--- config.mk ---
export PLATFORM = sky130hd
export DESIGN_NAME = video_restart_ctrl_flat
export DESIGN_NICKNAME = d
export VERILOG_FILES = /design/src/rtl/video_ctrl_pkg.sv /design/src/rtl/video_restart_ctrl_if.sv /design/src/rtl/frame_watchdog.sv /design/src/rtl/video_restart_ctrl.sv /design/src/flat_wrapper.sv
export SDC_FILE = /design/constraint.sdc
export NUM_CORES = 1
export LEC_CHECK = 0
export ABC_AREA = 1
export BUFFER_PORTS_ARGS = -buffer_cell sky130_fd_sc_hd__buf_2
export CAP_MARGIN = 30
export CORE_MARGIN = 2
export CORE_UTILIZATION = 64
export DETAILED_ROUTE_END_ITERATION = 12
export MAX_ROUTING_LAYER = met4
export PLACE_DENSITY = 0.89
export SLEW_MARGIN = 40
export SYNTH_ARGS = -nofsm -noshare
export SYNTH_HDL_FRONTEND = slang
export SYNTH_SLANG_ARGS = --single-unit
--- constraint.sdc ---
create_clock -name clock -period 2.4 [get_ports clock]
set_input_delay 0.48 -clock clock [delete_from_list [all_inputs] [get_ports clock]]
set_output_delay 0.48 -clock clock [all_outputs]
set_load 0.005 [all_outputs]
--- src/rtl/video_ctrl_pkg.sv ---
// Shared types and default constants for the video restart sequencer and
// its frame watchdog.
package video_ctrl_pkg;

    typedef enum logic [2:0] {
        HOLD,
        SETTLE,
        ARM,
        WAIT_LINES,
        TRIGGER,
        RUN
    } restart_state_t;

    typedef enum logic [1:0] {
        CAUSE_CFG,
        CAUSE_HQ2X,
        CAUSE_FRAME_TO,
        CAUSE_FULLCYCLE_TO
    } restart_cause_t;

    localparam int DEF_SETTLE_FRAMES    = 2;
    localparam int DEF_TRIGGER_LINES    = 3;
    localparam int DEF_LINE_W           = 12;
    localparam int DEF_TIMEOUT_W        = 24;
    localparam int DEF_FRAME_TIMEOUT    = 2_000_000;
    localparam int DEF_FULLCYCLE_FRAMES = 8;

    // Width of the shared settle / fullcycle frame counter.
    localparam int CNT_W = 8;

endpackage

--- src/rtl/video_restart_ctrl_if.sv ---
// Handshake bundle between the capture side / generator and the restart
// sequencer. master drives the stimulus side, slave is the sequencer.
interface video_restart_ctrl_if
    import video_ctrl_pkg::*;
#(
    parameter int LINE_W = DEF_LINE_W
);
    logic              cfg_changed;
    logic              hq2x_req;
    logic              in_frame_start;
    logic [LINE_W-1:0] in_line_count;
    logic              fullcycle;
    logic              gen_reset;
    logic              starttrigger;
    logic              hq2x;
    logic              running;
    logic [7:0]        restart_count;
    restart_cause_t    last_cause;

    modport master (
        output cfg_changed, hq2x_req, in_frame_start, in_line_count, fullcycle,
        input  gen_reset, starttrigger, hq2x, running, restart_count, last_cause
    );

    modport slave (
        input  cfg_changed, hq2x_req, in_frame_start, in_line_count, fullcycle,
        output gen_reset, starttrigger, hq2x, running, restart_count, last_cause
    );
endinterface

--- src/rtl/frame_watchdog.sv ---
// Clock counter cleared by a frame start; flags an expiry when TIMEOUT clocks
// pass without a clear. Saturates instead of wrapping.
module frame_watchdog #(
    parameter int WIDTH   = 24,
    parameter int TIMEOUT = 2_000_000
) (
    input  logic clock,
    input  logic reset_n,
    input  logic clear,
    input  logic enable,
    output logic expire
);
    localparam logic [WIDTH-1:0] LAST = WIDTH'(TIMEOUT - 1);

    logic [WIDTH-1:0] count_reg, count_next;

    always_comb begin
        count_next = count_reg;
        if (clear) begin
            count_next = '0;
        end else if (enable && (count_reg != '1)) begin
            count_next = count_reg + 1'b1;
        end
    end

    always_ff @(posedge clock or negedge reset_n) begin
        if (!reset_n) begin
            count_reg <= '0;
        end else begin
            count_reg <= count_next;
        end
    end

    assign expire = enable && !clear && (count_reg == LAST);

endmodule

--- src/rtl/video_restart_ctrl.sv ---
// Restart sequencer for the hq2x scanout generator: hold, settle on input
// frames, trigger at a fixed line offset, then supervise the running output.
module video_restart_ctrl
    import video_ctrl_pkg::*;
#(
    parameter int SETTLE_FRAMES    = DEF_SETTLE_FRAMES,
    parameter int TRIGGER_LINES    = DEF_TRIGGER_LINES,
    parameter int LINE_W           = DEF_LINE_W,
    parameter int TIMEOUT_W        = DEF_TIMEOUT_W,
    parameter int FRAME_TIMEOUT    = DEF_FRAME_TIMEOUT,
    parameter int FULLCYCLE_FRAMES = DEF_FULLCYCLE_FRAMES
) (
    input  logic               clock,
    input  logic               reset_n,
    video_restart_ctrl_if.slave bus
);
    localparam logic [CNT_W-1:0]  SETTLE_LAST = CNT_W'(SETTLE_FRAMES - 1);
    localparam logic [CNT_W-1:0]  FC_LAST     = CNT_W'(FULLCYCLE_FRAMES - 1);
    localparam logic [LINE_W-1:0] TRIG_LINE   = LINE_W'(TRIGGER_LINES);

    restart_state_t   state_reg, state_next;
    restart_cause_t   cause_reg, cause_next;
    logic [CNT_W-1:0] frame_cnt_reg, frame_cnt_next;
    logic             fc_seen_reg, fc_seen_next;
    logic             gen_reset_reg, starttrigger_reg, running_reg, hq2x_reg;
    logic [7:0]       restart_count_reg;

    logic wd_clear, wd_enable, wd_expire;
    logic fc_counting, fc_expire, hq2x_mismatch, rst_req;

    assign wd_enable = (state_reg == RUN);
    assign wd_clear  = (state_reg != RUN) || bus.in_frame_start;

    frame_watchdog #(
        .WIDTH   (TIMEOUT_W),
        .TIMEOUT (FRAME_TIMEOUT)
    ) u_frame_watchdog (
        .clock   (clock),
        .reset_n (reset_n),
        .clear   (wd_clear),
        .enable  (wd_enable),
        .expire  (wd_expire)
    );

    // The fullcycle check stops for good once the generator reports one.
    assign fc_counting   = (state_reg == RUN) && !fc_seen_reg && !bus.fullcycle;
    assign fc_expire     = fc_counting && bus.in_frame_start && (frame_cnt_reg == FC_LAST);
    assign hq2x_mismatch = (bus.hq2x_req != hq2x_reg);
    assign rst_req       = (state_reg != HOLD) &&
                           (bus.cfg_changed || hq2x_mismatch || wd_expire || fc_expire);

    always_comb begin
        state_next     = state_reg;
        frame_cnt_next = frame_cnt_reg;
        fc_seen_next   = fc_seen_reg;
        unique case (state_reg)
            HOLD: begin
                frame_cnt_next = '0;
                state_next     = SETTLE;
            end
            SETTLE: begin
                if (bus.in_frame_start) begin
                    frame_cnt_next = frame_cnt_reg + 1'b1;
                    if (frame_cnt_reg == SETTLE_LAST) state_next = ARM;
                end
            end
            ARM: begin
                if (bus.in_frame_start) state_next = WAIT_LINES;
            end
            WAIT_LINES: begin
                // A new frame before the trigger line means the frame was short.
                if (bus.in_frame_start)                 state_next = ARM;
                else if (bus.in_line_count == TRIG_LINE) state_next = TRIGGER;
            end
            TRIGGER: begin
                frame_cnt_next = '0;
                fc_seen_next   = 1'b0;
                state_next     = RUN;
            end
            RUN: begin
                if (bus.fullcycle) fc_seen_next = 1'b1;
                if (fc_counting && bus.in_frame_start) frame_cnt_next = frame_cnt_reg + 1'b1;
            end
            default: state_next = HOLD;
        endcase
        if (rst_req) begin
            state_next     = HOLD;
            frame_cnt_next = '0;
        end
    end

    always_comb begin
        cause_next = cause_reg;
        if (bus.cfg_changed)    cause_next = CAUSE_CFG;
        else if (hq2x_mismatch) cause_next = CAUSE_HQ2X;
        else if (wd_expire)     cause_next = CAUSE_FRAME_TO;
        else if (fc_expire)     cause_next = CAUSE_FULLCYCLE_TO;
    end

    always_ff @(posedge clock or negedge reset_n) begin
        if (!reset_n) begin
            state_reg         <= HOLD;
            cause_reg         <= CAUSE_CFG;
            frame_cnt_reg     <= '0;
            fc_seen_reg       <= 1'b0;
            gen_reset_reg     <= 1'b1;
            starttrigger_reg  <= 1'b0;
            running_reg       <= 1'b0;
            hq2x_reg          <= 1'b0;
            restart_count_reg <= '0;
        end else begin
            state_reg        <= state_next;
            frame_cnt_reg    <= frame_cnt_next;
            fc_seen_reg      <= fc_seen_next;
            gen_reset_reg    <= (state_next == HOLD) || (state_next == SETTLE);
            starttrigger_reg <= (state_next == TRIGGER);
            running_reg      <= (state_next == RUN);
            if (state_reg == HOLD) hq2x_reg <= bus.hq2x_req;
            if (rst_req) cause_reg <= cause_next;
            if ((wd_expire || fc_expire) && (restart_count_reg != 8'hFF)) begin
                restart_count_reg <= restart_count_reg + 8'd1;
            end
        end
    end

    assign bus.gen_reset     = gen_reset_reg;
    assign bus.starttrigger  = starttrigger_reg;
    assign bus.running       = running_reg;
    assign bus.hq2x          = hq2x_reg;
    assign bus.restart_count = restart_count_reg;
    assign bus.last_cause    = cause_reg;

endmodule

--- src/flat_wrapper.sv ---
// flat-port wrapper written by rule: the top's interface ports become plain ports
module video_restart_ctrl_flat import video_ctrl_pkg::*;
#(
    parameter int SETTLE_FRAMES    = DEF_SETTLE_FRAMES,
    parameter int TRIGGER_LINES    = DEF_TRIGGER_LINES,
    parameter int LINE_W           = DEF_LINE_W,
    parameter int TIMEOUT_W        = DEF_TIMEOUT_W,
    parameter int FRAME_TIMEOUT    = DEF_FRAME_TIMEOUT,
    parameter int FULLCYCLE_FRAMES = DEF_FULLCYCLE_FRAMES
)
  (clock, reset_n, bus_cfg_changed, bus_hq2x_req, bus_in_frame_start, bus_in_line_count, bus_fullcycle, bus_gen_reset, bus_starttrigger, bus_hq2x, bus_running, bus_restart_count, bus_last_cause);
  video_restart_ctrl_if #(.LINE_W(LINE_W)) bus_i ();
  input  logic clock;
  input  logic reset_n;
  input wire logic [$bits(bus_i.cfg_changed)-1:0] bus_cfg_changed;
  input wire logic [$bits(bus_i.hq2x_req)-1:0] bus_hq2x_req;
  input wire logic [$bits(bus_i.in_frame_start)-1:0] bus_in_frame_start;
  input wire logic [$bits(bus_i.in_line_count)-1:0] bus_in_line_count;
  input wire logic [$bits(bus_i.fullcycle)-1:0] bus_fullcycle;
  output wire logic [$bits(bus_i.gen_reset)-1:0] bus_gen_reset;
  output wire logic [$bits(bus_i.starttrigger)-1:0] bus_starttrigger;
  output wire logic [$bits(bus_i.hq2x)-1:0] bus_hq2x;
  output wire logic [$bits(bus_i.running)-1:0] bus_running;
  output wire logic [$bits(bus_i.restart_count)-1:0] bus_restart_count;
  output wire logic [$bits(bus_i.last_cause)-1:0] bus_last_cause;
  assign bus_i.cfg_changed = bus_cfg_changed;
  assign bus_i.hq2x_req = bus_hq2x_req;
  assign bus_i.in_frame_start = bus_in_frame_start;
  assign bus_i.in_line_count = bus_in_line_count;
  assign bus_i.fullcycle = bus_fullcycle;
  assign bus_gen_reset = bus_i.gen_reset;
  assign bus_starttrigger = bus_i.starttrigger;
  assign bus_hq2x = bus_i.hq2x;
  assign bus_running = bus_i.running;
  assign bus_restart_count = bus_i.restart_count;
  assign bus_last_cause = bus_i.last_cause;
  video_restart_ctrl #(.SETTLE_FRAMES(SETTLE_FRAMES), .TRIGGER_LINES(TRIGGER_LINES), .LINE_W(LINE_W), .TIMEOUT_W(TIMEOUT_W), .FRAME_TIMEOUT(FRAME_TIMEOUT), .FULLCYCLE_FRAMES(FULLCYCLE_FRAMES)) u_core (.clock(clock), .reset_n(reset_n), .bus(bus_i));
endmodule
Word-level counts from Yosys, hierarchy flattened
Cells that the tools add are included.

Reduce and logical (&&, ||, !) cells: 29. Add/sub/neg operators: 3. Equal/unequal tests: 19. Mux-type cells: 19.

Operators by type and width (number): 24-bit 2-to-1 mux (2); 24-bit by 1-bit adder with 24-bit output (second input constant) (1); 24-bit by 21-bit == test with 1-bit output (second input constant) (1); 8-bit 2-to-1 mux (3); 24-bit != test (second input constant) (1); 8-bit case mux with 3 select lines (1); 3-bit 2-to-1 mux (6); 3-bit case mux with 6 select lines (1); 8-bit by 1-bit adder with 8-bit output (second input constant) (2); 12-bit by 2-bit == test with 1-bit output (second input constant) (1); 3-bit == test (second input constant) (4); 1-bit logical AND (9); 8-bit by 1-bit == test with 1-bit output (second input constant) (1); 8-bit by 3-bit == test with 1-bit output (second input constant) (1); 2-bit 2-to-1 mux (4); 8-bit != test (second input constant) (1); 4-bit nonzero test (2); 3-bit by 1-bit == test with 1-bit output (second input constant) (2); 3-bit by 2-bit == test with 1-bit output (second input constant) (2); 3-bit logical NOT (2); 1-bit logical OR (6); 2-bit AND reduction (2); 2-bit nonzero test (2); 1-bit logical NOT (3); 10 further kinds (10).

Word-level logic and storage cells: 80. Input bits: 18. Flip-flop bits (word level): 50.

Depth between registers and ports, before layout
Word-level depth: 11. Depth in mapped cells: 11. Gate-level depth less buffers: 11.

Hierarchy
Synthesis repeated with hierarchy kept, for this count alone.

Cell total of the unflattened synthesis: 472. Area total of the unflattened synthesis: 3303.2 um2.

Modules (own cells, without submodules): frame_watchdog (instances 1, area each 1675.4 um2, cells each 246, seq. area each 600.6 um2); video_restart_ctrl (instances 1, area each 1627.8 um2, cells each 226, seq. area each 651.9 um2).

Worst setup path before layout
No wires, ideal clock.

Path type: reg2reg. Start point: reg u_core.u_frame_watchdog.count_reg[1]. End point: reg u_core.frame_cnt_reg[0]. Cell stages (with the launch flop): 12. Setup slack: 0.823 ns. Data required time: 2.284 ns. Setup time: 0.116 ns. Data arrival time: 1.461 ns. Path through: dfrtp_1 > ha_1 > nand2_2 > nor2_8 > nand2_4 > nor2_4 > nand3_2 > nand3_2 > nand2_4 > buf_6 > nand3_2 > nand2_2.

Cells in the longest elaborated chain, start to end: 7. Elaborated cells on any way between the ends: 10. Classes of those cells: eq/ne: 3; mux: 1; reduce/logical: 6.

RTL lines: start, declared (RTL line frame_watchdog.sv:15) `logic [WIDTH-1:0] count_reg, count_next;`; start signal, assigned (RTL line frame_watchdog.sv:30) `count_reg <= count_next;`; 24-bit by 21-bit == test with 1-bit output * (RTL line frame_watchdog.sv:34) `assign expire = enable && !clear && (count_reg == LAST);`; 1-bit logical AND * (RTL line frame_watchdog.sv:34); 1-bit logical OR * (2 in series) (RTL line video_restart_ctrl.sv:50) `(bus.cfg_changed || hq2x_mismatch || wd_expire || fc_expire);`; 1-bit logical AND * (RTL line video_restart_ctrl.sv:49) `assign rst_req = (state_reg != HOLD) &&`; 3-bit by 1-bit != test with 1-bit output (no line) (tied with other cells); 3-bit AND reduction (no line); end signal, assigned (RTL line video_restart_ctrl.sv:113) `frame_cnt_reg <= frame_cnt_next;`; end, declared (RTL line video_restart_ctrl.sv:23) `logic [CNT_W-1:0] frame_cnt_reg, frame_cnt_next;`.

Mark *: on every way between the ends. The rest lies on a longest branch, timed or not. A chain may end at the register's enable or synchronous reset.

Worst setup path in the final report
Start point: reg u_core.u_frame_watchdog.count_reg[1]. End point: reg u_core.u_frame_watchdog.count_reg[9].

Cells in the longest elaborated chain, start to end: 3. Elaborated cells on any way between the ends: 6. Classes of those cells: add/sub: 1; eq/ne: 1; mux: 2; reduce/logical: 2.

RTL lines: 24-bit by 1-bit adder with 24-bit output / 24-bit != test (equally long branches) (RTL line frame_watchdog.sv:22, frame_watchdog.sv:21); 24-bit 2-to-1 mux / 1-bit logical AND (equally long branches) (RTL line frame_watchdog.sv:21) `end else if (enable && (count_reg != '1)) begin`; 24-bit 2-to-1 mux / 2-bit nonzero test (equally long branches).

Several ways; a longest one is shown, not always the timed one. The select of a mux whose other input is x is not followed.

==> results.cfg <==
[global_route]
grt_overflow = 0
grt_first_pass_wirelength_mm = 13.7
global_route.usage.met2 = 0.458
grt_util_met3 = 0.0498
antenna_violations_before_repair = 0
grtUsageMet1 = 0.423
overall_track_demand_over_capacity_in_global_routing = 0.300
busiest_layer = met2
vias_in_the_first_global_route = 2946
largest_net_degree_at_the_start_of_global_routing = 28

[worst_setup_path]
timing.rr.end = u_core.u_frame_watchdog.count_reg[9]
timing.reg2reg.worst_path_depth = 9
critical_path_peak_fanout = 5
cp.required_ns = 2.64
start_of_the_worst_register_to_register_path = u_core.u_frame_watchdog.count_reg[1]
regToRegSetupSlack_ns = 0.56
setup.worst_path.end_class = flip-flop
critPathLaunchType = flip-flop
crit_type = flip-flop to flip-flop
cp.arrival_ns = 2.08

[place]
place_congestion = 1.04
post-dp-hpwl_mm = 6.09
placement.io_buffers = 31
placed_cells = 564

[clock_network]
worstSkewPairLatency_ns = 0.31
clk_pin_slew_worst_paths_ns = 0.10
postCtsResizedCells = 0
cts_buffers = 5
clockBufferDepth = 2
cts.sinks = 50
cts_tree = yes
cts_max_level = 2
cts_post_setup_buffers_inserted = 0
cts_hold_repair.buffers = 0
cts_root_buf = clkbuf_8

[die]
chipWidth_um = 76.0
starting_density_of_the_core = 0.658
rows = 26
floorplan.die.height_um = 76.0
boundaryPins = 32
placeableCoreArea_um2 = 5040
fp.dieArea_um2 = 5770

[yosys]
async_flop_share = 1.00
synth_commonest_cells = 120 x nand2_1, 63 x nor2_1, 51 x nand3_1
mappedNetlistArea_um2 = 3320
synth.lib_cells_used.distinct = 41
top_count_cell_post_synth = nand2_1
synthesis.nets = 487
ys_seq_area_frac = 0.378
count_of_flip_flops_with_a_built_in_enable_after_synthesis = 0
synth-main-ff-cell = dfrtp_1
ys_top_cells_by_area = dfrtp_1 37%, nand2_1 14%, nand3_1 7.7%, nor2_1 7.1%, inv_1 5.5%
ys_ff_latch = 50
synth_largest_area_cell = dfrtp_1
ys_warn_count = 0
synthCells = 465
post_synth.cell_area_avg_um2 = 7.13
yosysTopAreaCellShare = 0.370

[timing]
max_freq_mhz = 543
clock-skew-final_ns = 0.00860
fin_crit_sh = 0.767
final.setup.tns_ns = 0
max_slew_margin = 0.588
timing.final.crit_period_ns = 1.84
setup_viol = 0
final_hold_viol_count = 0
tightest_slew_ns = 0.619
slew_viol_final = 0
rsz0062_at_grt = false

[route]
num_vias = 3188
final_routed_wirelength_across_all_metal_layers_mm = 7.91
drtAntennaViolNets = 0
drt_pass1_iterations = 6
drc = 0
drt-wirelength-per-cell_um = 13.8
dr_vias_cell = 5.57
detailedRoute.firstIterationViolations = 399

[final_layout]
final_cells = 572
number_of_flip_flops_under_the_largest_register_name = 24
areaGrowthSynthToFinish_pct = 10.4
design.final.nets = 523
utilization = 0.726
drive_gt1_frac = 0.173
antennaDiodeCount = 0

[run_status]
status = complete, no violations

[run]
cap_violations = 0

[pwr]
static_power_due_to_leakage_nw = 1.87
total_power_mw = 2.19
ir_drop_mv = 0.546
power_density_nw_per_um2 = 599

[worst_hold_path]
worst_hold_path_type = input pin to async pin
## cell usage in the layout (no fill, tap or decap), types with 2 or more instances in the layout
cell / Yosys / layout
nand3b_1: 2 / 2
nand2_2: 9 / 9
clkbuf_8: 0 / 5
nor2_1: 63 / 63
o21ai_1: 4 / 4
a21oi_1: 8 / 8
nor3_2: 3 / 3
inv_2: 11 / 11
nand4_4: 2 / 2
xor2_1: 7 / 7
dfrtp_1: 49 / 49
or2_2: 2 / 2
o21ai_0: 11 / 11
nor3_1: 14 / 14
nand2_4: 2 / 2
nand4_1: 14 / 14
nand2_1: 120 / 120
inv_1: 49 / 49
o31ai_1: 4 / 4
ha_1: 4 / 4
and2_1: 2 / 2
nand3_1: 51 / 51
xnor2_1: 6 / 6
nand3_2: 6 / 6
buf_4: 0 / 4
nor2_2: 3 / 3
buf_2: 1 / 31
## final cells by class
class,count,area (um2)
well taps,70,87.6
fillers,402,1380
multi-input cells,348,1800
flip-flops and latches,50,1250
clock buffers,6,72.6
inverters,61,229
repair buffers,35,185
clock inverters,2,38.8
## kinds of logic (layout without fill, tap and decap cells)
logic type / after synthesis / count (layout) / synth area share
AOI/OAI and AO/OA: 32 / 32 / 0.0555
buffers and inverters: 67 / 104 / 0.0808
xor gates and xnor gates: 13 / 13 / 0.0343
muxes: 1 / 1 / 0.00340
and+or+nand+nor: 298 / 298 / 0.433
adders and majority gates: 4 / 4 / 0.0151
DFF: 50 / 50 / 0.378
## metal layers
metal,routed length (um),share of wire
met1,3460,0.44
met2,3600,0.46
met3,740,0.094
met4,106,0.013
met5,0,0
## power by group
part           internal [mW]  total [mW]  switching (mW)
combinational          0.206       0.594           0.388
clock                  0.313       0.605           0.291
sequential             0.914       0.994          0.0806
total                   1.43        2.19           0.760
## stage by stage
stage               instance area, um2  hold slack (ns)  worst slack, ns
finish                            3660            0.177            0.559
global route                      3660            0.227            0.412
CTS                               3660            0.200            0.608
detailed placement                3550            0.480            0.514
global placement                  3550            0.480            0.507
floorplan                         3320            0.184            0.823
## worst max-delay path: stages, from the launching register on
cell and delay (ns):
dfrtp_1 0.40, ha_1 0.25, nand3_1 0.15, nor2_2 0.24, nand2_1 0.16, clkinv_1 0.09, nand3_1 0.08, nor2_2 0.23
nor2_1 0.08, a21oi_1 0.12
## worst max path at each step
stage | from | endpoint | slack [ns]
floorplan | u_core.u_frame_watchdog.count_reg[1] | u_core.frame_cnt_reg[0] | 0.82
global placement | bus_in_frame_start | u_core.u_frame_watchdog.count_reg[16] | 0.51
detailed placement | bus_in_frame_start | u_core.u_frame_watchdog.count_reg[16] | 0.51
CTS | u_core.u_frame_watchdog.count_reg[1] | u_core.u_frame_watchdog.count_reg[0] | 0.61
global route | u_core.u_frame_watchdog.count_reg[1] | u_core.u_frame_watchdog.count_reg[5] | 0.41
finish | u_core.u_frame_watchdog.count_reg[1] | u_core.u_frame_watchdog.count_reg[9] | 0.56
(Power assumes the default switching activity.)
